### config.mk
export PLATFORM = sky130hd
export DESIGN_NAME = osc_scan_ctrl
export DESIGN_NICKNAME = d
export VERILOG_FILES = /design/src/rtl/osc_scan_ctrl.sv
export SDC_FILE = /design/constraint.sdc
export NUM_CORES = 1
export LEC_CHECK = 0
export ABC_CLOCK_PERIOD_IN_PS = 6670
export CAP_MARGIN = 20
export CORE_ASPECT_RATIO = 0.75
export CORE_MARGIN = 2
export CORE_UTILIZATION = 51
export CTS_CLUSTER_DIAMETER = 100
export DETAILED_ROUTE_END_ITERATION = 10
export PLACE_DENSITY = 0.86
export REMOVE_ABC_BUFFERS = 1
export SYNTH_ARGS = -nofsm -noshare
export SYNTH_HDL_FRONTEND = slang
export SYNTH_SLANG_ARGS = --single-unit
### constraint.sdc
create_clock -name CLK -period 6.67 [get_ports CLK]
set_clock_uncertainty 0.05 [all_clocks]
set_input_delay 1.0005 -clock CLK [delete_from_list [all_inputs] [get_ports CLK]]
set_output_delay 1.0005 -clock CLK [all_outputs]
set_load 0.05 [all_outputs]
### src/rtl/osc_scan_ctrl.sv
// rtl/osc_scan_ctrl.sv - ring-oscillator bank measurement sequencer and count readout streamer
// Optional capture-stability filter enabled by defining OSC_SCAN_STABLE_EN.
module osc_scan_ctrl #(
    parameter int COUNTER_LENGTH = 128,
    parameter int BANK_SIZE      = 16,
    parameter int ADDRESS_SIZE   = 4,
    parameter int CLEAR_CYCLES   = 4,
    parameter int SETTLE_CYCLES  = 3,
    parameter int WINDOW_WIDTH   = 32
) (
    input  logic                      CLK,
    input  logic                      RESET,
    input  logic                      START,
    input  logic                      ABORT,
    input  logic [WINDOW_WIDTH-1:0]   WINDOW,
    output logic                      BUSY,
    output logic                      DONE,
    output logic                      OSC_RESET,
    output logic                      OSC_EN,
    output logic [ADDRESS_SIZE-1:0]   ADDRESS,
    input  logic [COUNTER_LENGTH-1:0] COUNT,
    output logic [COUNTER_LENGTH-1:0] DATA_OUT,
    output logic [ADDRESS_SIZE-1:0]   DATA_ADDR,
    output logic                      DATA_ERR,
    output logic                      DATA_VALID,
    input  logic                      DATA_READY
);

    typedef enum logic [2:0] {
        S_IDLE,
        S_CLEAR,
        S_RUN,
        S_SETTLE,
        S_CAPTURE,
        S_OUTPUT,
        S_FINISH
    } state_t;

    localparam logic [WINDOW_WIDTH-1:0] ONE_W       = WINDOW_WIDTH'(1);
    localparam logic [WINDOW_WIDTH-1:0] CLEAR_LAST  = WINDOW_WIDTH'(CLEAR_CYCLES - 1);
    localparam logic [WINDOW_WIDTH-1:0] SETTLE_LAST = WINDOW_WIDTH'(SETTLE_CYCLES - 1);
    localparam logic [ADDRESS_SIZE-1:0] LAST_ADDR   = ADDRESS_SIZE'(BANK_SIZE - 1);

    state_t                    state_q, state_d;
    logic [WINDOW_WIDTH-1:0]   cnt_q, cnt_d;
    logic [WINDOW_WIDTH-1:0]   win_len_q, win_len_d;
    logic                      busy_q, busy_d;
    logic                      done_q, done_d;
    logic                      osc_reset_q, osc_reset_d;
    logic                      osc_en_q, osc_en_d;
    logic [ADDRESS_SIZE-1:0]   addr_q, addr_d;
    logic [COUNTER_LENGTH-1:0] data_q, data_d;
    logic [ADDRESS_SIZE-1:0]   daddr_q, daddr_d;
    logic                      valid_q, valid_d;
`ifdef OSC_SCAN_STABLE_EN
    localparam logic [WINDOW_WIDTH-1:0] SAMPLE_LAST = WINDOW_WIDTH'(7);
    logic [COUNTER_LENGTH-1:0] smp_q, smp_d;
    logic                      derr_q, derr_d;
`endif

    always_comb begin
        state_d     = state_q;
        cnt_d       = cnt_q + ONE_W;
        win_len_d   = win_len_q;
        busy_d      = busy_q;
        done_d      = 1'b0;
        osc_reset_d = osc_reset_q;
        osc_en_d    = osc_en_q;
        addr_d      = addr_q;
        data_d      = data_q;
        daddr_d     = daddr_q;
        valid_d     = valid_q;
`ifdef OSC_SCAN_STABLE_EN
        smp_d       = smp_q;
        derr_d      = derr_q;
`endif
        case (state_q)
            S_IDLE: begin
                cnt_d       = '0;
                busy_d      = 1'b0;
                osc_reset_d = 1'b1;
                osc_en_d    = 1'b0;
                addr_d      = '0;
                valid_d     = 1'b0;
                if (START) begin
                    win_len_d = (WINDOW == '0) ? ONE_W : WINDOW;
                    busy_d    = 1'b1;
                    state_d   = S_CLEAR;
                end
            end
            S_CLEAR: begin
                if (cnt_q == CLEAR_LAST) begin
                    cnt_d       = '0;
                    osc_reset_d = 1'b0;
                    osc_en_d    = 1'b1;
                    state_d     = S_RUN;
                end
            end
            S_RUN: begin
                if (cnt_q == win_len_q - ONE_W) begin
                    cnt_d    = '0;
                    osc_en_d = 1'b0;
                    state_d  = S_SETTLE;
                end
            end
            S_SETTLE: begin
                if (cnt_q == SETTLE_LAST) begin
                    cnt_d   = '0;
                    state_d = S_CAPTURE;
                end
            end
            S_CAPTURE: begin
`ifdef OSC_SCAN_STABLE_EN
                // Accept a count only once two consecutive samples agree; give up after 8.
                smp_d = COUNT;
                if (cnt_q != '0 && COUNT == smp_q) begin
                    data_d  = COUNT;
                    daddr_d = addr_q;
                    derr_d  = 1'b0;
                    valid_d = 1'b1;
                    cnt_d   = '0;
                    state_d = S_OUTPUT;
                end else if (cnt_q == SAMPLE_LAST) begin
                    data_d  = COUNT;
                    daddr_d = addr_q;
                    derr_d  = 1'b1;
                    valid_d = 1'b1;
                    cnt_d   = '0;
                    state_d = S_OUTPUT;
                end
`else
                data_d  = COUNT;
                daddr_d = addr_q;
                valid_d = 1'b1;
                cnt_d   = '0;
                state_d = S_OUTPUT;
`endif
            end
            S_OUTPUT: begin
                cnt_d = '0;
                if (valid_q && DATA_READY) begin
                    valid_d = 1'b0;
                    if (addr_q == LAST_ADDR) begin
                        done_d  = 1'b1;
                        state_d = S_FINISH;
                    end else begin
                        addr_d  = addr_q + 1'b1;
                        state_d = S_SETTLE;
                    end
                end
            end
            S_FINISH: begin
                cnt_d       = '0;
                busy_d      = 1'b0;
                osc_reset_d = 1'b1;
                addr_d      = '0;
                state_d     = S_IDLE;
            end
            default: begin
                cnt_d   = '0;
                state_d = S_IDLE;
            end
        endcase

        // Abort overrides everything, including a handshake completing this cycle.
        if (ABORT && state_q != S_IDLE) begin
            state_d     = S_IDLE;
            cnt_d       = '0;
            busy_d      = 1'b0;
            done_d      = 1'b0;
            osc_reset_d = 1'b1;
            osc_en_d    = 1'b0;
            addr_d      = '0;
            valid_d     = 1'b0;
        end
    end

    always_ff @(posedge CLK) begin
        if (!RESET) begin
            state_q     <= S_IDLE;
            cnt_q       <= '0;
            win_len_q   <= ONE_W;
            busy_q      <= 1'b0;
            done_q      <= 1'b0;
            osc_reset_q <= 1'b1;
            osc_en_q    <= 1'b0;
            addr_q      <= '0;
            data_q      <= '0;
            daddr_q     <= '0;
            valid_q     <= 1'b0;
`ifdef OSC_SCAN_STABLE_EN
            smp_q       <= '0;
            derr_q      <= 1'b0;
`endif
        end else begin
            state_q     <= state_d;
            cnt_q       <= cnt_d;
            win_len_q   <= win_len_d;
            busy_q      <= busy_d;
            done_q      <= done_d;
            osc_reset_q <= osc_reset_d;
            osc_en_q    <= osc_en_d;
            addr_q      <= addr_d;
            data_q      <= data_d;
            daddr_q     <= daddr_d;
            valid_q     <= valid_d;
`ifdef OSC_SCAN_STABLE_EN
            smp_q       <= smp_d;
            derr_q      <= derr_d;
`endif
        end
    end

    assign BUSY       = busy_q;
    assign DONE       = done_q;
    assign OSC_RESET  = osc_reset_q;
    assign OSC_EN     = osc_en_q;
    assign ADDRESS    = addr_q;
    assign DATA_OUT   = data_q;
    assign DATA_ADDR  = daddr_q;
    assign DATA_VALID = valid_q;
`ifdef OSC_SCAN_STABLE_EN
    assign DATA_ERR   = derr_q;
`else
    assign DATA_ERR   = 1'b0;
`endif

endmodule

### Word level (Yosys, flattened, before mapping)

Index checks and enable logic that the tools add are counted.

* memory bits (writable): 0
* flip-flop bits (word level): 208
* word-level logic and storage cells: 77
* memory bits (read-only): 0
* output and inout bits: 142
* memories kept: 0
* latch bits: 0

* magnitude comparators: 0
* reduce and logical (&&, ||, !) cells: 19
* bitwise logic cells: 3
* multiply operators: 0
* eq/ne operators: 16
* shifts and indexed selects: 0
* div/mod/pow operators: 0
* add/subtract/negate cells: 3
* mux-type cells: 25

Operators by type and width (count)
* $mux 32: 4
* $pmux 32 s3: 1
* $eq 32x2->1 const B: 2
* $add 32x1->32 const B: 1
* $eq 32x32->1: 1
* $logic_not 32->1: 1
* $sub 32x1->32 const B: 1
* $mux 3: 6
* $pmux 3 s6: 1
* $ne 2x2->1 const B: 6
* $eq 3x3->1 const B: 3
* $reduce_bool 3->1: 3
* $mux 4: 2
* $pmux 4 s2: 1
* $eq 3x2->1 const B: 2
* $mux 1: 6
* $pmux 1 s3: 2
* $reduce_and 2->1: 3
* $reduce_and 3->1: 2
* $reduce_bool 2->1: 3
* $reduce_and 5->1: 1
* $add 4x1->4 const B: 1
* $eq 4x4->1 const B: 1
* $pmux 1 s2: 2
* other kinds (6): 10

### Longest topological paths before layout

* depth after elaboration: 4
* gate-level depth with buffers: 12
* gate-level depth less buffers: 10

### Worst setup path before layout

OpenSTA, ideal clock, no wires.

* path kind: flip-flop to flip-flop
* start: reg win_len_q[12]
* end: reg cnt_q[16]
* setup slack: 3.635 ns
* stages on the path, launching flop included: 11
* path buffers: 2
* required time: 6.473 ns
* arrival time: 2.838 ns
* path through: dfxtp_1 > buf_6 > or4_4 > or3_4 > or4_1 > a41o_1 > o21ai_2 > o2111ai_2 > o211ai_4 > buf_8 > a211oi_2

* longest elaborated chain between the ends: 4

Ends and longest elaborated chain
* from (decl): RTL line 46 `logic [WINDOW_WIDTH-1:0] win_len_q, win_len_d;`
* from (signal assigned): RTL line 198 `win_len_q <= win_len_d;`
* $sub 32x1->32: RTL line 100 `if (cnt_q == win_len_q - ONE_W) begin`
* $eq 32x32->1: RTL line 100
* $mux 32: RTL line 100
* $pmux 32 s3: RTL line 77 `case (state_q)`
* to (signal assigned): RTL line 197 `cnt_q <= cnt_d;`
* to (decl): RTL line 45 `logic [WINDOW_WIDTH-1:0] cnt_q, cnt_d;`

No other way between the ends.
A chain may end at the register's enable or synchronous reset.

### Final worst setup path

* start: reg win_len_q[0]
* end: reg cnt_q[6]

The elaborated chain is that of the path after synthesis.

==> results.json <==
{
  "gr-usage-all-layers": 0.284,
  "critical-path-slowest-cell": "o211ai_4",
  "layout_min_cycle_time_ns": 4.31,
  "detailedPlacementHpwl_um": 21500,
  "vias": 9173,
  "maximum_number_of_pins_on_one_net_before_global_route_repair": 90,
  "yosys.area_share.xor_xnor": 0.0580,
  "synth_area_leaders": "dfxtp_1 (43%), nand2_1 (13%), a21boi_0 (13%), a211oi_2 (3.9%), xnor2_1 (2.9%)",
  "clock_sink_count": 208,
  "period_share": 0.647,
  "slew_violations": 0,
  "synthToLayoutAreaGrowth_pct": 39.1,
  "synth_flop_cell": "dfxtp_1",
  "worst_slew_margin_rel": 0.325,
  "worst_voltage_drop_across_the_vdd_grid_mv": 0.155,
  "floorplan.initialDensity": 0.522,
  "startpoint_type_of_the_worst_setup_path": "register",
  "core_um2": 18500,
  "unrepaired_setup_endpoints_after_global_routing": "no",
  "worst_hold_path_type": "register to register",
  "cts-resized-gates": 0,
  "drt_first_iter_violations": 715,
  "yosys_warnings": 0,
  "synth_area_um2": 9670,
  "finalHoldViolations": 0,
  "port_buffers": 305,
  "report.final.setup_viol": 0,
  "critical_path.top_delay_family": "simple AND/OR/NAND/NOR gates",
  "number_of_instances_in_the_synthesized_netlist": 1151,
  "outcome": "completed",
  "post_drt_via_cell_ratio": 5.51,
  "ioPinCount": 307,
  "worst_pin_slew_ns": 1.01,
  "leading_cell_type_in_the_layout_fill_and_taps_excluded": "nand2_1",
  "route.antenna.remaining_nets": 0,
  "insertion_delay_ns": 0.49,
  "chipHeight_um": 123,
  "post_synth_edffs": 0,
  "synth_area_leader_cell": "dfxtp_1",
  "synth_area_in_compound_gates": 0.220,
  "design.die.area_um2": 20100,
  "worstSetupPathDepth": 11,
  "combined_area_of_the_multi_input_logic_cells_um2": 5130,
  "syn-mean-instance-area_um2": 8.40,
  "crit_chain": "inv_1 > ha_1 > nor4b_2 > nand3_1 > or4_1 > a31oi_1 > o31a_1 > o2111ai_2 > o211ai_4 > buf_4 > a211oi_2",
  "critical_path_class": "register to register",
  "clock_buffers_created_by_tritoncts": 21,
  "drc_errors": 0,
  "routed_wl_um": 29900,
  "critical_path.max_stage_delay_ns": 0.65,
  "critPathMaxFanout": 17,
  "die_width_um": 163,
  "clk_pwr_share": 0.384,
  "ff2ff_path_depth": 11,
  "muxShareOfSynthArea": 0.00311,
  "synth_top_cell_area_share": 0.431,
  "cts_tree": "yes",
  "synth-async-reset-ratio": 0,
  "pwr-share-comb": 0.188,
  "fmax_mhz": 232,
  "hold_buffers": 0,
  "synth_seq_area_share": 0.431,
  "critical_path_buf_inv_count": 2,
  "crit_required_ns": 6.95,
  "drt-wirelength-per-cell_um": 18.0,
  "post_synth_fa_ha_maj_area_fraction": 0.00518,
  "layout_common_cells": "nand2_1 (346), clkdlybuf4s50_1 (304), dfxtp_1 (208)",
  "clkSlewWorstSetupHoldPaths_ns": 0.06,
  "internal_power_mw": 2.26,
  "num_antenna_cells": 0,
  "switching_power_mw": 0.882,
  "critical_path_arrival_ns": 4.59,
  "first_global_vias": 8485,
  "grt_pass1_wl_um": 45300,
  "synth_simple_gate_area_share": 0.241,
  "grt_overflow": 0,
  "sort_of_element_at_the_end_of_the_critical_path": "register",
  "synth_cell_types": 71,
  "synth_top_family_by_area": "simple AND/OR/NAND/NOR gates",
  "power_density_nw_per_um2": 234,
  "finalWeightedCongestion": 0.936,
  "min_delay_path_depth": 2,
  "pwr-share-seq": 0.428,
  "final.setup.tns_ns": 0,
  "final_layout_size_suffix_gt1_frac": 0.0642,
  "clock_root_buffer": "clkbuf_16",
  "initial_antenna_violation_count": 0,
  "cts_max_level": 1,
  "placement_rows": 43,
  "holdWs_ns": 0.413,
  "fillerInstances": 1414,
  "switching_share": 0.280,
  "postSynthRegisterBits": 208,
  "dr.pass1.iters": 5,
  "cts_post_setup_buffers_inserted": 0,
  "cap_viol_max_count": 0,
  "fin_nets": 1573,
  "power.static_leakage_nw": 4.43,
  "cts.path.max_buffers": 3,
  "regArea_um2": 4160
}
[worst register-to-register path, stage by stage (launching register included)]
cell       delay, ns
dfxtp_1         0.34
inv_1           0.09
ha_1            0.25
nor4b_2         0.55
nand3_1         0.55
or4_1           0.63
a31oi_1         0.17
o31a_1          0.16
o2111ai_2       0.20
o211ai_4        0.65
buf_4           0.40
a211oi_2        0.12
[stage by stage]
step	std cells	setup WS [ns]	util	power, mW	cell area (um^2)
floorplan	1069	1.65	-	1.71	9310
global placement	1628	2.59	0.689	1.94	12700
detailed placement	1628	2.43	0.689	1.95	12700
CTS	1664	2.41	0.726	3.16	13400
global route	1664	2.02	0.726	3.27	13400
finish	1664	2.36	0.726	3.15	13400
[worst paths after layout]
path	startpoint	endpoint	slack, ns
max	win_len_q[0]	cnt_q[6]	2.36
min reg2reg	DATA_OUT[50]	DATA_OUT[50]	0.41
min	DATA_OUT[50]	DATA_OUT[50]	0.41
max reg2reg	win_len_q[0]	cnt_q[6]	2.36
[flip-flops by register name (all words and copies together) (netlist names), 3 cells and up]
register,cells
state_q,3
DATA_ADDR,4
DATA_OUT,128
win_len_q,32
ADDRESS,4
cnt_q,32
[cells in the mapped netlist (8+ instances only)]
master / instances
nor2_1: 33
xor2_1: 32
nand3_1: 20
dfxtp_1: 208
clkbuf_1: 74
nor4_1: 27
xnor2_1: 32
or3_1: 8
nand4_1: 13
o21ai_0: 8
a21boi_0: 163
or4_1: 9
nor3_1: 10
nand2_1: 347
inv_1: 11
a211oi_2: 30
and3_1: 8
[cell families after synthesis]
logic type | after synthesis
XOR/XNOR | 64
AO/OA/AOI/OAI | 259
flip-flops | 208
adder cells (fa/ha/maj) | 4
AND/OR/NAND/NOR | 519
multiplexers | 3
buffers and inverters | 93
other | 1
[area by class of cell]
cell class	instances	area share
clock inverters	6	0.00800
repair buffers	312	0.231
clock buffers	30	0.0438
well taps	247	0.0230
inverters	11	0.00307
multi-input cells	850	0.382
flip-flops and latches	208	0.310
[per-layer routing]
metal	share of wire	GRT usage
met2	0.48	0.481
met1	0.41	0.355
met3	0.079	0.0684
met4	0.032	0.100
met5	0	0
[power groups by stage]
| stage | combinational [mW] | clock [mW] | sequential, mW |
|---|---|---|---|
| after CTS | 0.587 | 1.23 | 1.34 |
| after detailed placement | 0.582 | 0 | 1.37 |
| after global routing | 0.639 | 1.28 | 1.35 |
| after floorplan | 0.304 | 0 | 1.41 |
| after global placement | 0.573 | 0 | 1.37 |
| final | 0.592 | 1.21 | 1.35 |
Note: power is estimated with default switching activity, not from simulation.
==> RTL change (config.mk and constraints unchanged) <==
Make the reset (`RESET`) asynchronous in one clocked block.
--- a/src/rtl/osc_scan_ctrl.sv
+++ b/src/rtl/osc_scan_ctrl.sv
@@ -176,5 +176,5 @@
     end
 
-    always_ff @(posedge CLK) begin
+    always_ff @(posedge CLK or negedge RESET) begin
         if (!RESET) begin
             state_q     <= S_IDLE;
Check against the original RTL: differs if RESET is asserted again (counterexample within 4 cycles, from zero or initial values and one cycle with RESET low); with RESET held inactive, the same outputs for 10 cycles.
==> RTL change against the unedited design <==
- global-route usage decreased by 2.1 points
- sequential cell count unchanged
- synthesized area decreased by 0.17%
- worst hold slack improved by 41 ps
- final area increased by 0.50%
- largest cell class is now flip-flops and latches
- count of clock-buffer cells in the layout increased by 4
- setup slack got worse by 160 ps
- wire length decreased by 10%
Power is not compared: it rests on default switching activity, and its combinational part moved more than twofold at a synthesized area within 25%.
==> RTL change: results (changes against the unedited design) <==
Layout
  – Fillers: 1,286 (-9.1%)
  – Share of cells above drive strength 1: 0.1910 (+0.1267)

Route
  – Starting DRC count in detailed routing: 495 (-31%)
  – Routed wire length: 26.75 mm (-10%)
  – Via-per-instance ratio: 5.494 (-0.34%)
  – Via count: 7,433 (-19%)

Logic synthesis
  – Top cells by count, synth: 206 x dfrtp_1, 162 x mux2_2, 49 x nor3_1
  – Synth top area cells: dfrtp_1 53%, mux2_2 19%, xor2_1 3.4%, nor3_1 2.5%, xnor2_1 2.5%
  – Cell variety after synth: 54 (-24%)
  – Register area share after synthesis: 0.5396 (+0.1089)
  – FFs w/ async S/R, synth: 1.000 (+1.000)

Timing
  – Time the worst path needs with I/O delays and setup: 4474 ps (+159.6 ps)
  – Worst Tran Pin Value: 936.4 ps (-74.13 ps)

Min path
  – Hold depth: 1 (-1)
  – Hold Crit Start: DATA_OUT[98]$_DFFE_PN0P_
  – End of the worst hold path: DATA_OUT[98]$_DFFE_PN0P_

Critical path
  – FF-to-FF Start: win_len_q[1]$_DFFE_PN0P_
  – Max incr delay on CP: 600 ps (-50 ps)
  – Reg-to-Reg End: cnt_q[4]$_DFF_PN0_
  – WP data arrival: 4790 ps (+200 ps)
  – CP max FO: 20 (+3)
  – Reg2Reg Depth: 12 (+1)
  – CP max-delay cell: nor4_1

Place
  – Detailed placement HPWL: 20.01 mm (-6.9%)
  – DP Worst Slack: 2231 ps (-195.4 ps)
  – GPL Wtd Cong: 0.8703 (-7.1%)

Global route
  – Global-route wire length before repair: 41.25 mm (-9.0%)
  – Initial antenna violation count: 1 (+1)
  – Pin count of the biggest net entering global routing: 82 (-8.9%)
  – Vias in the first global route: 7,466 (-12%)
  – Gr usage total: 0.2626 (-0.02113)

Status
  – Outcome: finished clean
==> RTL change: cell types whose count changed after synthesis, sizes merged, moves of 5 or more <==
cell / change
nand2: -311
dfxtp: -208
dfrtp: +206
a21boi: -162
mux2: +162
nor3: +38
clkbuf: -37
a211oi: -33
or4: -9
o21ai: +8
a21oi: +6
or2: -6
xor2: +5
==> RTL change: cell families after synthesis <==
kind of cell | share of synthesized area
compound gates | 0.04214
simple gates | 0.1372
mux | 0.1911
other cells | 0.0003886
xor+xnor | 0.05899
buf+inv | 0.02541
fa+ha+maj | 0.005186
flops | 0.5396
==> RTL change: worst max path at each step <==
stage,from,depth (start not counted),to
after floorplan,state_q[1]$_DFFE_PN0P_,3,DATA_ADDR[0]$_DFFE_PN0P_
after global placement,win_len_q[1]$_DFFE_PN0P_,12,cnt_q[2]$_DFF_PN0_
after detailed placement,win_len_q[1]$_DFFE_PN0P_,12,cnt_q[11]$_DFF_PN0_
after CTS,win_len_q[1]$_DFFE_PN0P_,12,cnt_q[6]$_DFF_PN0_
after global routing,win_len_q[1]$_DFFE_PN0P_,12,cnt_q[10]$_DFF_PN0_
final,win_len_q[1]$_DFFE_PN0P_,12,cnt_q[4]$_DFF_PN0_
==> RTL change: layout make-up <==
| class | count | area (um^2) | share of cell area |
|---|---|---|---|
| antenna | 1 | 2.502 | 0.0001852 |
| clock buffer | 34 | 614.3 | 0.04547 |
| inverter | 14 | 52.55 | 0.003890 |
| multi-input combinational | 537 | 4215 | 0.3120 |
| sequential | 208 | 5207 | 0.3854 |
| tap | 247 | 309.0 | 0.02287 |
| timing repair buffer | 312 | 3109 | 0.2301 |
==> RTL change: per-stage QoR <==
stage                     utilization  TNS, ps  total power, mW  hold WS [ps]  area, um^2
final                          0.7300        0            6.944         454.2       13510
after floorplan                     -   -62150            4.553         450.8        9458
after detailed placement       0.6967        0            5.862         428.7       12890
after global routing           0.7299        0            7.257         466.2       13510
after CTS                      0.7299        0            6.980         455.9       13510
after global placement         0.6967        0            5.770         432.6       12890
==> RTL change: worst reg2reg max path: stages (launching register included) <==
cell and delay [ps]:
dfrtp_1 400, inv_1 80, ha_1 260, nor3b_1 430, nand4_1 520, nor4_1 600, mux2_2 390, and3_1 150
nor4_1 260, nand4_1 220, a21oi_2 520, buf_4 360, nor3_1 110
==> RTL change: metal layers <==
metal	GRT usage	part of all wire
met3	0.06172	0.069
met4	0.07412	0.029
met1	0.3523	0.42
met5	0	0
met2	0.4317	0.48
==> RTL change: where the power goes <==
part	internal, mW	switching [mW]	total [mW]
clock	0.624	0.464	1.09
sequential	1.78	0.423	2.20
combinational	1.39	2.26	3.65
